`config.mk`:
```
export PLATFORM = sky130hd
export DESIGN_NAME = floor_req_gen
export DESIGN_NICKNAME = d
export VERILOG_FILES = /design/src/rtl/elev_pkg.sv /design/src/rtl/btn_debounce.sv /design/src/rtl/floor_req_gen.sv
export SDC_FILE = /design/constraint.sdc
export NUM_CORES = 1
export LEC_CHECK = 0
export ABC_AREA = 1
export CAP_MARGIN = 15
export CORE_ASPECT_RATIO = 1.25
export CORE_MARGIN = 2
export CORE_UTILIZATION = 52
export DETAILED_ROUTE_END_ITERATION = 8
export PLACE_DENSITY = 0.72
export SLEW_MARGIN = 20
export SYNTH_ARGS = -nofsm -noshare
export SYNTH_HDL_FRONTEND = slang
export SYNTH_SLANG_ARGS = --single-unit
```
`constraint.sdc`:
```
create_clock -name clk -period 4.2 [get_ports clk]
set_input_delay 0.63 -clock clk [delete_from_list [all_inputs] [get_ports clk]]
set_output_delay 0.63 -clock clk [all_outputs]
set_load 0.01 [all_outputs]
```
`src/rtl/elev_pkg.sv`:
```
// Shared types and constants for the elevator request path.
// Floor indices, scheduler state and request-word field positions.
package elev_pkg;

    localparam int MAX_FLOORS  = 16;
    localparam int REQ_TGT_LSB = 0;
    localparam int REQ_TGT_W   = 4;

    typedef logic [3:0] floor_t;

    typedef enum logic [1:0] {
        IDLE,
        SERVE_UP,
        SERVE_DOWN
    } sched_state_e;

    typedef enum logic {
        DIR_UP,
        DIR_DOWN
    } dir_e;

endpackage

```
`src/rtl/btn_debounce.sv`:
```
// One call button: 2-FF synchronizer, stability counter and a single-cycle
// press pulse on each accepted 0->1 transition.
module btn_debounce #(
    parameter int DEBOUNCE_CYCLES = 50
) (
    input  logic clk,
    input  logic resetN,
    input  logic btn_raw,
    output logic level,
    output logic press
);

    localparam int CW = (DEBOUNCE_CYCLES > 1) ? $clog2(DEBOUNCE_CYCLES) : 1;
    localparam logic [CW-1:0] LAST = CW'(DEBOUNCE_CYCLES - 1);

    logic          sync1;
    logic          sync2;
    logic [CW-1:0] cnt;

    always_ff @(posedge clk) begin
        if (!resetN) begin
            sync1 <= 1'b0;
            sync2 <= 1'b0;
            level <= 1'b0;
            press <= 1'b0;
            cnt   <= '0;
        end else begin
            sync1 <= btn_raw;
            sync2 <= sync1;
            press <= 1'b0;
            if (sync2 == level) begin
                cnt <= '0;
            end else if (cnt == LAST) begin
                // The D-th consecutive differing sample is what commits the change.
                level <= sync2;
                press <= sync2;
                cnt   <= '0;
            end else begin
                cnt <= cnt + 1'b1;
            end
        end
    end

endmodule

```
`src/rtl/floor_req_gen.sv`:
```
// Elevator request initiator: debounced call buttons, pending-call latch and
// a SCAN scheduler that picks the next target floor for the controller.
module floor_req_gen
    import elev_pkg::*;
#(
    parameter int NUM_FLOORS      = 8,
    parameter int DEBOUNCE_CYCLES = 50
) (
    input  logic                  clk,
    input  logic                  resetN,
    input  logic [NUM_FLOORS-1:0] btn,
    input  logic [3:0]            floor,
    input  logic                  up,
    input  logic                  down,
    input  logic                  open,
    output logic [7:0]            req,
    output logic [NUM_FLOORS-1:0] pending,
    output logic                  busy
);

    logic [NUM_FLOORS-1:0] level;
    logic [NUM_FLOORS-1:0] press;
    logic [NUM_FLOORS-1:0] pend_nxt;

    sched_state_e state;
    dir_e         dir;
    floor_t       tgt;

    logic   above;
    logic   below;
    logic   here;
    logic   ge_found;
    logic   le_found;
    floor_t ge_idx;
    floor_t le_idx;

    for (genvar g = 0; g < NUM_FLOORS; g++) begin : g_btn
        btn_debounce #(
            .DEBOUNCE_CYCLES(DEBOUNCE_CYCLES)
        ) u_btn (
            .clk    (clk),
            .resetN (resetN),
            .btn_raw(btn[g]),
            .level  (level[g]),
            .press  (press[g])
        );
    end

    // Serving a floor beats a new press for it: the doors are already open.
    always_comb begin
        pend_nxt = pending | press;
        for (int i = 0; i < NUM_FLOORS; i++) begin
            if (open && (i == int'(floor))) begin
                pend_nxt[i] = 1'b0;
            end
        end
    end

    always_ff @(posedge clk) begin
        if (!resetN) begin
            pending <= '0;
            busy    <= 1'b0;
        end else begin
            pending <= pend_nxt;
            busy    <= |pend_nxt;
        end
    end

    // Floors outside the shaft never match any index, so nothing is "here".
    always_comb begin
        above    = 1'b0;
        below    = 1'b0;
        here     = 1'b0;
        le_found = 1'b0;
        le_idx   = '0;
        ge_found = 1'b0;
        ge_idx   = '0;
        for (int i = 0; i < NUM_FLOORS; i++) begin
            if (pending[i]) begin
                if (i > int'(floor)) above = 1'b1;
                if (i < int'(floor)) below = 1'b1;
                if (i == int'(floor)) here = 1'b1;
                if (i <= int'(floor)) begin
                    le_found = 1'b1;
                    le_idx   = floor_t'(i);
                end
            end
        end
        for (int i = NUM_FLOORS - 1; i >= 0; i--) begin
            if (pending[i] && (i >= int'(floor))) begin
                ge_found = 1'b1;
                ge_idx   = floor_t'(i);
            end
        end
    end

    // Door dwell freezes both the state and the target.
    always_ff @(posedge clk) begin
        if (!resetN) begin
            state <= IDLE;
            dir   <= DIR_UP;
            tgt   <= '0;
        end else if (!open) begin
            case (state)
                IDLE: begin
                    if (above && !(below && down)) begin
                        state <= SERVE_UP;
                        dir   <= DIR_UP;
                        tgt   <= ge_idx;
                    end else if (below) begin
                        state <= SERVE_DOWN;
                        dir   <= DIR_DOWN;
                        tgt   <= le_idx;
                    end else if (here) begin
                        state <= SERVE_UP;
                        dir   <= DIR_UP;
                        tgt   <= floor;
                    end
                end
                SERVE_UP: begin
                    if (ge_found) begin
                        tgt <= ge_idx;
                    end else if (below) begin
                        state <= SERVE_DOWN;
                        dir   <= DIR_DOWN;
                        tgt   <= le_idx;
                    end else begin
                        state <= IDLE;
                    end
                end
                SERVE_DOWN: begin
                    if (le_found) begin
                        tgt <= le_idx;
                    end else if (above) begin
                        state <= SERVE_UP;
                        dir   <= DIR_UP;
                        tgt   <= ge_idx;
                    end else begin
                        state <= IDLE;
                    end
                end
                default: state <= IDLE;
            endcase
        end
    end

    always_comb begin
        req = '0;
        req[REQ_TGT_LSB +: REQ_TGT_W] = tgt;
    end

    // Direction and accepted levels are kept as probe points; up is redundant with down.
    logic unused_taps;
    assign unused_taps = ^{up, level, dir};

endmodule

```
Yosys cells after proc, flatten, opt, wreduce, memory -nomap -nowiden
Cells that the tools add are included.

Word-level logic and storage cells: 295. Input bits: 17. Bits in registers: 95. Output and inout port bits: 17.

Equality and inequality tests: 30. Add/subtract/negate cells: 8. Muxes and demuxes: 115. Bitwise gates (word level): 19. Reduce and logical (&&, ||, !) cells: 49. Order comparisons: 30.

Operators by type and width (count): 4-bit two-way mux (26); 1-bit two-way mux (80); 6-bit by 1-bit adder with 6-bit output, second input constant (8); 6-bit equality test, second input constant (8); 3-bit OR reduction (16); 1-bit logical AND (18); 1-bit NOT (18); 4-bit equality test, first input constant (4); 3-bit by 4-bit greater-or-equal comparator with 1-bit output, first input constant (4); 3-bit by 4-bit > comparator with 1-bit output, first input constant (4); 3-bit by 4-bit <= comparator with 1-bit output, first input constant (4); 3-bit by 4-bit less-than comparator with 1-bit output, first input constant (4); 2-bit AND reduction (8); 2-bit two-way mux (6); 4-bit one-hot mux with 3 select lines (1); 1-bit equality test (8); 3-bit by 4-bit equality test with 1-bit output, first input constant (2); 1-bit by 4-bit greater-or-equal comparator with 1-bit output, first input constant (2); 2-bit by 4-bit greater-or-equal comparator with 1-bit output, first input constant (2); 2-bit by 4-bit > comparator with 1-bit output, first input constant (2); 2-bit by 4-bit <= comparator with 1-bit output, first input constant (2); 1-bit by 4-bit less-than comparator with 1-bit output, first input constant (2); 2-bit by 4-bit less-than comparator with 1-bit output, first input constant (2); 8-bit bitwise OR (1); other kinds (17) (19).

Longest topological paths before layout
Depth in word-level cells: 22. Mapped depth: 16. Mapped depth without buffers: 16.

By module
From an unflattened synthesis, not the netlist that was laid out.

Cells, all modules: 628. Area, all modules: 4730.8 sq um.

Modules (own cells, without submodules): btn_debounce (times used 8, cells an instance 49, sequential area each 200.2 sq um, area each 410.4 sq um); floor_req_gen (times used 1, cells an instance 236, sequential area each 300.3 sq um, area each 1447.6 sq um).

Least setup slack after synthesis
OpenSTA, ideal clock, no wires.

Path type: input to register. From: input port floor[3]. To: register tgt[0]. Path slack: 2.259 ns. Setup time: 0.132 ns. Arrival: 1.809 ns. Cell stages on the path: 15. Data required time: 4.068 ns. Buffers on the path: 1. Path through: nor2_2 -> buf_6 -> nand2_2 -> nand2_1 -> nand2_1 -> nor2_2 -> nand2_2 -> nand2_2 -> nand2_1 -> nand3_2 -> inv_2 -> nor2_8 -> inv_2 -> nand2_1 -> a21oi_2.

Longest elaborated chain between the ends: 22. Elaborated cells on any way between the ends: 150. Those cells by class: order compare (30); eq/ne (10); mux (97); reduce/logical (13).

RTL lines: start: declaration (RTL line floor_req_gen.sv:12) `input logic [3:0] floor,`; 1-bit by 4-bit less-than comparator with 1-bit output (RTL line floor_req_gen.sv:81) `if (i < int'(floor)) below = 1'b1;`; 1-bit two-way mux (RTL line floor_req_gen.sv:81); 1-bit two-way mux (RTL line floor_req_gen.sv:79) `if (pending[i]) begin`; 1-bit two-way mux (RTL line floor_req_gen.sv:81); 1-bit two-way mux (RTL line floor_req_gen.sv:79); 1-bit two-way mux (RTL line floor_req_gen.sv:81); 1-bit two-way mux (RTL line floor_req_gen.sv:79); 1-bit two-way mux (RTL line floor_req_gen.sv:81); [6 not listed]; 1-bit two-way mux (RTL line floor_req_gen.sv:79); 1-bit two-way mux (RTL line floor_req_gen.sv:81); 1-bit two-way mux (RTL line floor_req_gen.sv:79); 1-bit logical AND (RTL line floor_req_gen.sv:106) `if (above && !(below && down)) begin`; 1-bit zero test (RTL line floor_req_gen.sv:106); 1-bit logical AND (RTL line floor_req_gen.sv:106); 4-bit != test (no source line) or 4-bit two-way mux (tied branches); 5-bit AND reduction (no source line) or 4-bit one-hot mux with 3 select lines (tied branches); end signal: assignment (RTL line floor_req_gen.sv:109) `tgt <= ge_idx;`; end signal: assignment (RTL line floor_req_gen.sv:113) `tgt <= le_idx;`; end signal: assignment (RTL line floor_req_gen.sv:117) `tgt <= floor;`; end: declaration (RTL line floor_req_gen.sv:27) `floor_t tgt;`.

Several ways; a longest one is shown, not always the timed one. The select of a mux whose other input is x is not followed. A chain may end at the register's enable or synchronous reset.

Worst setup path after layout
Ends and elaborated chain as after synthesis.

==> results.sh <==
export IMPL_status="finished clean"
export IMPL_post_cts_setup_buffers=0
export IMPL_clock_path_buffers=2
export IMPL_critPathLaunchType="input pin"
export IMPL_clock_root_buffer="clkbuf_8"
export IMPL_cts_repair_resized=0
export IMPL_drtAntennaViolNets=0
export IMPL_drc=0
export IMPL_h_tree_depth=3
export IMPL_rsz0062_at_grt="false"
export IMPL_yosys_warnings=0
export IMPL_seq_area_frac_synth=0.429
export IMPL_cp_end_kind="flop"
export IMPL_synth_cells=574
export IMPL_grt_pass1_wl_um=14700
export IMPL_first_pass_iters=5
export IMPL_yosysTopAreaCell="dfxtp_1"
export IMPL_dpl_cell_area_um2=4790
export IMPL_worstPathArrival_ps=2900
export IMPL_skew_ps=6.75
export IMPL_start_util=0.538
export IMPL_clkLatencyLatePin_ps=350
export IMPL_startpoint="floor[3]"
export IMPL_rr_startpoint="pending[4]$_SDFF_PN0_"
export IMPL_worst_slew_pin_transition_ps=756
export IMPL_drv_cap=0
export IMPL_synth_area_top_cells="dfxtp_1, nand2_1, nor2_1, ha_1, inv_1"
export IMPL_hp_class="flop to flop"
export IMPL_antenna_found_initial=0
export IMPL_die_x_um=86.6
export IMPL_fin_util=0.604
export IMPL_vias=3666
export IMPL_busiest_layer="met2"
export IMPL_grt_overflow=0
export IMPL_critPathKind="input pin to flop"
export IMPL_portBuffers=28
export IMPL_cts_tree="done"
export IMPL_path_clk_slew_ps=80
export IMPL_diodes=0
export IMPL_grt_max_degree=31
export IMPL_grt_use_met2=0.334
export IMPL_crit_required_ps=4420
export IMPL_yosysMostFrequentCell="nand2_1"
export IMPL_postLayoutCellArea_um2=4980
export IMPL_numCtsBuffers=9
export IMPL_detail_route_iter0_violations=162
export IMPL_synthTopCellsByCount="nand2_1, dfxtp_1, nor2_1"
export IMPL_cts_sinks=95
export IMPL_track_usage=0.196
export IMPL_drive_gt1_frac=0.0980
export IMPL_fmax_ghz=0.373
export IMPL_synthFlopType="dfxtp_1"
export IMPL_holdWs_ps=417
export IMPL_met3_usage=0.0408
export IMPL_synth_adder_area_share=0.0565
export IMPL_holdBufCountCts=0
export IMPL_via_per_inst=5.17
export IMPL_synth_simple_area_share=0.331
export IMPL_gp_congestion=0.916
export IMPL_worstHoldStart="g_btn[0].u_btn.sync1$_SDFF_PN0_"
export IMPL_dieHeight_um=107
export IMPL_synth_xor_area_frac=0.0435
export IMPL_ios=34
export IMPL_ys_types=39
export IMPL_use_met1=0.229
export IMPL_fill_cells=766
export IMPL_syn_area_um2=4430
export IMPL_synth_seq_cells=95
export IMPL_power_per_cell_area_nw_per_um2=314
export IMPL_ir_drop_mv=0.186
export IMPL_fin_setup_tns_ps=0
export IMPL_rows=37
export IMPL_seq_area_um2=1900
export IMPL_grt_pass1_vias=3517
export IMPL_setup_viol=0
export IMPL_synth_edf_count=0
export IMPL_nNetsFinal=644
export IMPL_maxSlewHeadroom=0.493
export IMPL_wl_um=8330
export IMPL_coreArea_um2=8240
export IMPL_synth_top_family_by_area="simple AND/OR/NAND/NOR gates"
export IMPL_syn_mean_instance_area_um2=7.72
export IMPL_fin_crit_ps=2680
export IMPL_fin_crit_sh=0.638
export IMPL_leakage_nw=2.12
export IMPL_slew_violations=0
export IMPL_wl_per_cell_um=11.8
export IMPL_async_flop_share=0
export IMPL_multi_input_area_um2=2200
export IMPL_die_area_um2=9280
export IMPL_critPathMaxFanout=13
export IMPL_area_delta_synth_final_pct=12.4
export IMPL_synth_top_cell_area_share=0.429
export IMPL_yosys_mux_area_fraction=0
export IMPL_synth_compound_area_share=0.0630
export IMPL_hpwlAfterDp_um=6270
export IMPL_finalHoldViolCount=0
[placed cells by master, fill, tap and decap left out, types with 2 or more instances in the layout]
master,synthesis,final
or2_2,5,5
nor2_4,3,3
nor2_2,7,7
o21ai_0,12,12
nand3_1,45,45
o21ai_1,2,2
clkbuf_8,0,10
conb_1,1,4
nand2_1,104,104
nor3b_1,7,7
nand3_2,9,9
nor3_1,11,11
a21oi_1,22,22
o32ai_1,2,2
nor2_1,73,73
nand3b_1,5,5
inv_2,6,6
xnor2_1,8,8
nor4_1,3,3
o22ai_1,4,4
nand2_2,13,13
a21oi_2,2,2
clkdlybuf4s50_1,0,28
nand4_1,17,17
xor2_1,14,14
dfxtp_1,95,95
clkbuf_1,2,3
ha_1,20,20
inv_1,66,66
[critical path: stages]
cell,delay (ps)
clkdlybuf4s50_1,530
nor2_2,530
nand2_1,230
nand2_1,120
nand2_1,50
inv_1,70
nand2_2,100
nand2_2,80
nand2_1,90
nand3_2,100
inv_2,60
nor2_8,130
inv_2,50
nand2_1,70
a21oi_2,50
[kinds of logic after synthesis]
group / after synthesis
xor+xnor: 22
compound gates: 49
buf+inv: 83
other cells: 1
fa+ha+maj: 20
flops: 95
simple gates: 304
[per-layer routing]
metal	up-vias	routed length [um]
met5	-	0
met4	0	252
met3	18	346
met2	76	4040
met1	1668	3690
li1	1904	-
[state kept, by name, indices dropped and copies added, names as in the netlist]
register and count:
busy 1, g_btn.u_btn.cnt 48, g_btn.u_btn.level 8, g_btn.u_btn.press 8, g_btn.u_btn.sync1 8, g_btn.u_btn.sync2 8, pending 8, state 2
tgt 4
[through the flow]
stage	std cells	power, mW	worst slack, ps
2_1_floorplan	577	0.977	2260
3_3_place_gp	693	1.00	1190
3_5_place_dp	693	1.00	1180
4_1_cts	709	1.58	1560
5_1_grt	709	1.62	1260
6_report	709	1.56	1520
[worst paths after layout]
| check | to | slack [ps] | depth (start not counted) |
|---|---|---|---|
| worst max-delay path | tgt[0]$_SDFFE_PN0P_ | 1520 | 15 |
| worst min-delay path | g_btn[0].u_btn.sync2$_SDFF_PN0_ | 420 | 2 |
| worst max register to register | tgt[2]$_SDFFE_PN0P_ | 2450 | 13 |
| worst min register to register | g_btn[0].u_btn.sync2$_SDFF_PN0_ | 420 | 2 |
[power breakdown]
part	total [mW]	leakage (nW)	internal, mW	switching, mW
clock network	0.580	0.0936	0.292	0.289
logic	0.0661	1.25	0.0246	0.0414
registers	0.915	0.769	0.909	0.00610
total	1.56	2.12	1.23	0.336
[area by class of cell]
cell class / count / area share
multi-input combinational: 399 / 0.442
sequential: 95 / 0.382
timing repair buffer: 29 / 0.0578
inverter: 73 / 0.0550
clock buffer: 13 / 0.0299
tap: 97 / 0.0244
clock inverter: 3 / 0.00854
No activity file was read; power rests on OpenSTA's default activity.
==> patch: new RTL, same settings <==
Take the reset off `pending` and load it in a clocked block of its own.
--- a/src/rtl/floor_req_gen.sv
+++ b/src/rtl/floor_req_gen.sv
@@ -59,10 +59,12 @@
     always_ff @(posedge clk) begin
         if (!resetN) begin
-            pending <= '0;
             busy    <= 1'b0;
         end else begin
-            pending <= pend_nxt;
             busy    <= |pend_nxt;
         end
+    end
+
+    always_ff @(posedge clk) begin
+        pending <= pend_nxt;
     end
 
Function: same outputs for any inputs over 10 cycles, from zero or initial values and one cycle with resetN low; that may be too few to reach the edited logic, so the function may still have changed.
==> patch against the unedited design <==
- cell area shrank 0.15%
- die area grew 0.33%
- worst setup slack gained 99 ps
- wire length grew 1.4%
- synthesized cell count grew 3.3%
- sequential cell count is the same
- area after synthesis grew 0.34%
Power is not compared: it rests on default switching activity, and its combinational part moved more than twofold at a synthesized area within 25%.
==> patch: results (changes against the unedited design) <==
| Metric | Value |
|---|---|
| TritonRoute pass-1 iters | 4 (-1) |
| Filler cells | 785 (+2.5%) |
| Crit path max fanout | 7 (-6) |
| Synth top area cells | dfxtp_1 43%, nand2_1 10%, nor2_1 6.3% |
| Total Routing Usage GR | 0.2003 (+0.004137) |
| Crit path launch | floor[2] |
| Inverters | 77 (+5.5%) |
| Comb_multi_in | 412 (+3.3%) |
| Reg2Reg Setup Slack | 2520 ps (+70 ps) |
| Largest net degree at the start of global routing | 23 (-26%) |
| Met2 WL post-DR | 3.988 mm (-1.3%) |
| Met3 Resource Use GR | 0.04908 (+0.008279) |
| Vias in the first global route | 3,631 (+3.2%) |
| CP max stage delay | 780 ps (+250 ps) |
| ClkCell Share | 0.03699 (-0.001452) |
| DRT iter0 DRCs | 137 (-15%) |
| Arrival @ worst endpoint | 2800 ps (-100 ps) |
| Die width | 86.69 um (+0.16%) |
| Fin nets | 661 (+2.6%) |
| Seq area share | 0.3825 (+0.0005768) |
| Status | complete, no violations |
| Non-clock buffers, area share | 0.05788 (+0.00008728) |
| Synth top cells by count | 118 x nand2_1, 95 x dfxtp_1, 74 x nor2_1 |
| Max-slew headroom | 0.5171 (+0.02392) |
| Hold Path Class | flip-flop to flip-flop |
| Post-synthesis sequential area ratio | 0.4279 (-0.001451) |
| Dpl hpwl | 6.419 mm (+2.4%) |
| DRT Wirelength | 8.451 mm (+1.4%) |
| Setup Skew | 9.139 ps (+2.389 ps) |
| Gpl congestion | 0.9351 (+2.1%) |
| Reg-to-reg startpoint | pending[5] |
| Length of routed met3 wiring | 439 um (+27%) |
| Combinational share of power | 0.164 |
| Share of layout cells above drive strength 1 | 0.06995 (-0.02809) |
| M1 wire length | 3.687 mm (-0.16%) |
| First-pass GRT wire length | 14.86 mm (+1.2%) |
| Grt met1 use | 0.2202 (-0.008911) |
| Placed cell area | 4788 um2 (unchanged) |
| Met2 Use GR | 0.3456 (+0.01154) |
| Synth unique cells | 33 (-15%) |
| Worst vdd ir | 193.4 uV |
==> patch: cell types whose count changed after synthesis, moves of 3 or more <==
cell	unedited run	this run
inv_1	66	73
a21oi_1	22	34
o21ai_0	12	15
nand2_2	13	5
nand2_1	104	118
nand4_1	17	14
nand3_1	45	53
clkbuf_1	2	5
nand3_2	9	4
==> patch: worst min-delay path by stage <==
stage                     depth (start not counted)  slack (ps)                    to                  from
after floorplan                                   2         390  g_btn[0].u_btn.sync2  g_btn[0].u_btn.sync1
after global placement                            2         400  g_btn[1].u_btn.sync2  g_btn[1].u_btn.sync1
after detailed placement                          2         400  g_btn[3].u_btn.sync2  g_btn[3].u_btn.sync1
after CTS                                         2         420  g_btn[3].u_btn.sync2  g_btn[3].u_btn.sync1
after global routing                              2         440  g_btn[4].u_btn.sync2  g_btn[4].u_btn.sync1
final                                             2         420  g_btn[1].u_btn.sync2  g_btn[1].u_btn.sync1
==> patch: per-stage QoR <==
stage	instances	hold WS [ps]	util	setup slack, ps
final	726	418.9	0.6000	1622
after global routing	726	444.8	0.6000	1400
after CTS	726	420.3	0.6000	1670
after detailed placement	710	399.5	0.5778	1282
after global placement	710	395.7	0.5778	1284
after floorplan	596	390.5	-	2208
==> patch: logic make-up after synthesis <==
| group | count (synthesis) | synth area share |
|---|---|---|
| AOI/OAI and AO/OA | 58 | 0.06982 |
| xor gates and xnor gates | 24 | 0.04730 |
| adders and majority gates | 20 | 0.05631 |
| buffers and inverters | 89 | 0.08220 |
| DFF | 95 | 0.4279 |
| other | 1 | 0.0008438 |
| and+or+nand+nor | 306 | 0.3156 |
==> patch: critical path: cells and delay by family <==
kind / cells / cell delay (ps)
buffers and inverters: 2 / 910
AND/OR/NAND/NOR: 9 / 850
AO/OA/AOI/OAI: 3 / 410
